[src/rtl/uart_byte_fifo.sv]
// Elastic byte FIFO between UART RX and TX: stores receiver strobes in a circular
// buffer and releases one byte at a time, paced by the transmitter's busy flag.
module uart_byte_fifo #(
    parameter int DATA_W = 8,
    parameter int DEPTH  = 16,
    parameter int ADDR_W = 4,
    parameter int ACK_TO = 4
) (
    input  logic              clk,
    input  logic              rst,
    input  logic [DATA_W-1:0] din,
    input  logic              din_vld,
    input  logic              tx_busy,
    input  logic              ovf_clr,
    output logic [DATA_W-1:0] dout,
    output logic              dout_vld,
    output logic [ADDR_W:0]   count,
    output logic              full,
    output logic              empty,
    output logic              overflow
);

    localparam int TO_W = $clog2(ACK_TO) + 1;

    typedef enum logic [1:0] {IDLE, ISSUE, WAIT_ACK, WAIT_DONE} state_t;

    logic [DATA_W-1:0] mem [DEPTH];
    logic [ADDR_W-1:0] wr_ptr, rd_ptr;
    logic [ADDR_W:0]   count_nxt;
    logic [TO_W-1:0]   to_cnt, to_inc;
    state_t            state;
    logic              pop, wr, drop;

    // A pop frees a slot in the same cycle, so a full FIFO still accepts a write then.
    assign pop    = (state == IDLE) && !empty && !tx_busy;
    assign wr     = din_vld && (!full || pop);
    assign drop   = din_vld && full && !pop;
    assign to_inc = to_cnt + 1'b1;

    always_comb begin
        count_nxt = count;
        if (wr && !pop)
            count_nxt = count + 1'b1;
        else if (pop && !wr)
            count_nxt = count - 1'b1;
    end

    always_ff @(posedge clk) begin
        if (wr)
            mem[wr_ptr] <= din;
    end

    always_ff @(posedge clk) begin
        if (rst) begin
            wr_ptr   <= '0;
            count    <= '0;
            full     <= 1'b0;
            empty    <= 1'b1;
            overflow <= 1'b0;
        end else begin
            if (wr)
                wr_ptr <= wr_ptr + 1'b1;
            count <= count_nxt;
            full  <= (count_nxt == (ADDR_W+1)'(DEPTH));
            empty <= (count_nxt == '0);
            // A drop in the same cycle as a clear keeps the flag set.
            if (drop)
                overflow <= 1'b1;
            else if (ovf_clr)
                overflow <= 1'b0;
        end
    end

    always_ff @(posedge clk) begin
        if (rst) begin
            state    <= IDLE;
            rd_ptr   <= '0;
            dout     <= '0;
            dout_vld <= 1'b0;
            to_cnt   <= '0;
        end else begin
            dout_vld <= 1'b0;
            case (state)
                IDLE: begin
                    if (pop) begin
                        dout     <= mem[rd_ptr];
                        rd_ptr   <= rd_ptr + 1'b1;
                        dout_vld <= 1'b1;
                        state    <= ISSUE;
                    end
                end
                ISSUE: begin
                    to_cnt <= '0;
                    state  <= WAIT_ACK;
                end
                WAIT_ACK: begin
                    // Give up waiting for busy so a silent transmitter cannot stall the queue.
                    if (tx_busy) begin
                        state <= WAIT_DONE;
                    end else begin
                        to_cnt <= to_inc;
                        if (to_inc >= TO_W'(ACK_TO - 1))
                            state <= WAIT_DONE;
                    end
                end
                WAIT_DONE: begin
                    if (!tx_busy)
                        state <= IDLE;
                end
                default: state <= IDLE;
            endcase
        end
    end

endmodule

[config.mk]
export PLATFORM = sky130hd
export DESIGN_NAME = uart_byte_fifo
export DESIGN_NICKNAME = d
export VERILOG_FILES = /design/src/rtl/uart_byte_fifo.sv
export SDC_FILE = /design/constraint.sdc
export NUM_CORES = 1
export LEC_CHECK = 0
export BUFFER_PORTS_ARGS = -buffer_cell sky130_fd_sc_hd__clkbuf_2
export CORE_MARGIN = 10
export CORE_UTILIZATION = 47
export CTS_CLUSTER_SIZE = 24
export DETAILED_ROUTE_END_ITERATION = 16
export PLACE_DENSITY = 0.71
export SLEW_MARGIN = 20
export SYNTH_ARGS = -nofsm -noshare
export SYNTH_HDL_FRONTEND = slang
export SYNTH_SLANG_ARGS = --single-unit
[constraint.sdc]
create_clock -name clk -period 7 [get_ports clk]
set_input_delay 1.4 -clock clk [delete_from_list [all_inputs] [get_ports clk]]
set_output_delay 1.4 -clock clk [all_outputs]
set_load 0.05 [all_outputs]
==> results by group <==
Synthesis
  • Gate Count Post-Synth: 387
  • Post-synth EDFFs: 128
  • Synth top area share: approximately 61%
  • Yosys reg bits: approximately 160
  • Post-synth net total: 414
  • Synth top area cells: edfxtp_1 61%, mux4_2 11%, dfxtp_1 9.5%
  • Area leader, netlist: edfxtp_1
  • Seq/Total Area, Yosys: 70.1%
  • Synth Area per Inst: 16.4 sq um
  • Unique cell type count in the Yosys netlist: 39
  • Mapped Area: 6340 sq um
  • Leading register cell type out of synthesis: edfxtp_1
  • Share of async-settable or async-resettable flops after synthesis: 0%
  • Yosys synthesis warning count: 0

Floorplan
  • # rows: 42
  • I/O pin count: 30
  • Die W: about 140 um
  • Core Box Area: 13200 sq um
  • Initial Util: 47.9%
  • Die height: 136 um
  • Die area: 18500 sq um

Drt
  • DRT Wirelength: 12600 um
  • # DRC: 0
  • DR vias/cell: 5.60
  • Met2 wire len: 6080 um
  • Avg WL per Cell: 20.8 um
  • Met1 Routed Length: 5410 um
  • Detailed Routing Iterations Pass 1: 5
  • Max layer used: met4
  • Vias after detailed routing: 3397
  • 1st-iter DRT viols: 251
  • Wire length on met3: 1000 um
  • Detail Route Antenna Nets: 0

Critical path
  • CP Capture Type: flip-flop
  • WS Path Type: in2reg
  • Req. time, crit path: about 7000 ps
  • Maximum fanout along the worst path: 24
  • Worst EP arrival: 3850 ps
  • Crit path launch type: primary input

STA
  • Worst Max-Slew Pin Slew: 995 ps
  • Fin crit share: 54.7%
  • Fmax: 0.261 GHz
  • Max transition margin: 33.2%
  • Fin Setup TNS: 0 ps
  • Max-slew violations: 0
  • RSZ-0062 raised after global routing: false
  • Worst Clk Skew: 7.34 ps
  • Min cycle time layout: around 3800 ps
  • Count of final setup violators: 0
  • Final hold viol count: 0

Pwr
  • Switch share: 26.9%
  • Switch Pwr: approximately 0.63 mW
  • Pwr dens: 325 nW/um^2
  • Int Power: 1.71 mW
  • Leak pwr: roughly 2.4 nW
  • Clock power frac: 35.3%
  • Gate power share: between 10% and 20%
  • Worst vdd ir: roughly 0.16 mV
  • Flop pwr share: 46.6%

Global route
  • First-pass GRT wire length: 20000 um
  • Largest net degree at the start of global routing: 36
  • Initial antenna violation count: 0
  • All-layer global routing usage: between 10% and 20%
  • Gr ovfl total: 0
  • Vias in the first global route: roughly 3400

CTS
  • CTS root buf: clkbuf_16
  • # hold bufs at CTS: 0
  • Setup Buffers After CTS: 0
  • CTS resizes: 0
  • Htree depth: 4
  • Reg clk slew, reported paths: 60 ps
  • Worst skew pair latency: 410 ps
  • Sink Count: between 150 and 200
  • TritonCTS clock tree: built
  • CTS max path bufs: 2
  • Cts bufs inserted: 17

Final layout
  • Most frequent standard cell in the layout excluding fill and tap cells: edfxtp_1
  • Share of cells above drive strength 1: 22.7%
  • Final Cell Area: 7190 sq um
  • Fill count: 1060
  • Area growth, synth to finish: 13.5%
  • Nets: 445
  • Register area: 4450 sq um
  • Utilization after layout: between 50% and 60%
  • Antenna Cells: 0
  • Commonest cells after routing, fill and taps aside: 128 x edfxtp_1, 50 x nor2_1, 32 x mux4_2
  • Multi-input gate area: about 1800 sq um

Run
  • # Max-Cap Violations: 0

Placed design
  • Dpl cell area: around 6600 sq um
  • DP Wirelength: 8170 um
  • IO buf count: 29
  • Final GP Congestion: 0.811

Worst hold path
  • Hold/Removal Path Class: reg2reg

Status
  • Status: complete, no violations
## metrics by stage
stage,std cells,setup slack [ps],total power [mW],hold WS (ps)
finish,607,3170,2.34,498
global route,607,3000,2.44,543
CTS,607,3120,2.36,503
detailed placement,575,2700,1.53,489
global placement,575,2920,1.52,466
floorplan,387,3650,1.43,485
## critical path, cell delays in order
cell,delay (ps)
clkbuf_2,130
or3b_1,730
a21boi_2,490
nand2_1,280
nor3_1,820
## sequential cells by signal, summed over array words and instances (netlist names)
name	cells
overflow	1
wr_ptr	4
dout_vld	1
full	1
state	2
dout	8
empty	1
count	5
to_cnt	3
mem	128
rd_ptr	4
## metal layers
metal	vias to the layer above	track usage (%)
met5	-	0
met4	0	4.62
met3	6	5.20
met2	122	21.5
met1	1707	19.1
li1	1562	-
## Yosys cell counts, types with 2 or more instances
master	count
nand2b_1	3
buf_1	2
nand4_1	4
a211oi_1	3
mux2i_1	2
nand2_1	11
edfxtp_1	128
a32oi_1	2
nor3_1	5
a21oi_1	22
dfxtp_1	30
inv_1	10
xor2_1	6
o21ai_0	4
and2_1	2
ha_1	14
nand3_1	2
a22oi_1	16
nor2b_1	3
buf_2	5
xnor2_1	4
nor2_1	50
mux4_2	32
clkbuf_1	12
## final timing paths
check	end	cells past startpoint	slack, ps	from
min	overflow$_SDFFE_PP0P_	2	500	overflow$_SDFFE_PP0P_
max	mem[3][7]$_DFFE_PP_	5	3170	tx_busy
min reg2reg	overflow$_SDFFE_PP0P_	2	500	overflow$_SDFFE_PP0P_
max reg2reg	mem[3][7]$_DFFE_PP_	6	3620	state[0]$_SDFFE_PP0P_
## kinds of logic (layout without fill, tap and decap cells)
family,Yosys count,in the layout,synth area share (%)
AOI/OAI and AO/OA,54,54,5.51
DFF,158,158,70.1
buffers and inverters,29,73,1.82
muxes,34,34,11.7
xor gates and xnor gates,10,10,1.38
adders and majority gates,14,14,2.76
and+or+nand+nor,88,88,6.71
## layout make-up
class | instances | area share, %
sequential | 158 | 61.8
multi-input combinational | 200 | 24.9
clock buffer | 26 | 6.94
tap | 176 | 3.06
timing repair buffer | 31 | 2.23
inverter | 10 | 0.522
clock inverter | 6 | 0.505
## power by group through the flow
| stage | logic [mW] | clock network [mW] | registers, mW |
|---|---|---|---|
| 4_1_cts | 0.427 | 0.842 | 1.09 |
| 5_1_grt | 0.462 | 0.883 | 1.09 |
| 3_5_place_dp | 0.424 | 0 | 1.11 |
| 6_report | 0.423 | 0.826 | 1.09 |
| 2_1_floorplan | 0.267 | 0 | 1.16 |
| 3_3_place_gp | 0.412 | 0 | 1.11 |
(Power assumes the default switching activity.)
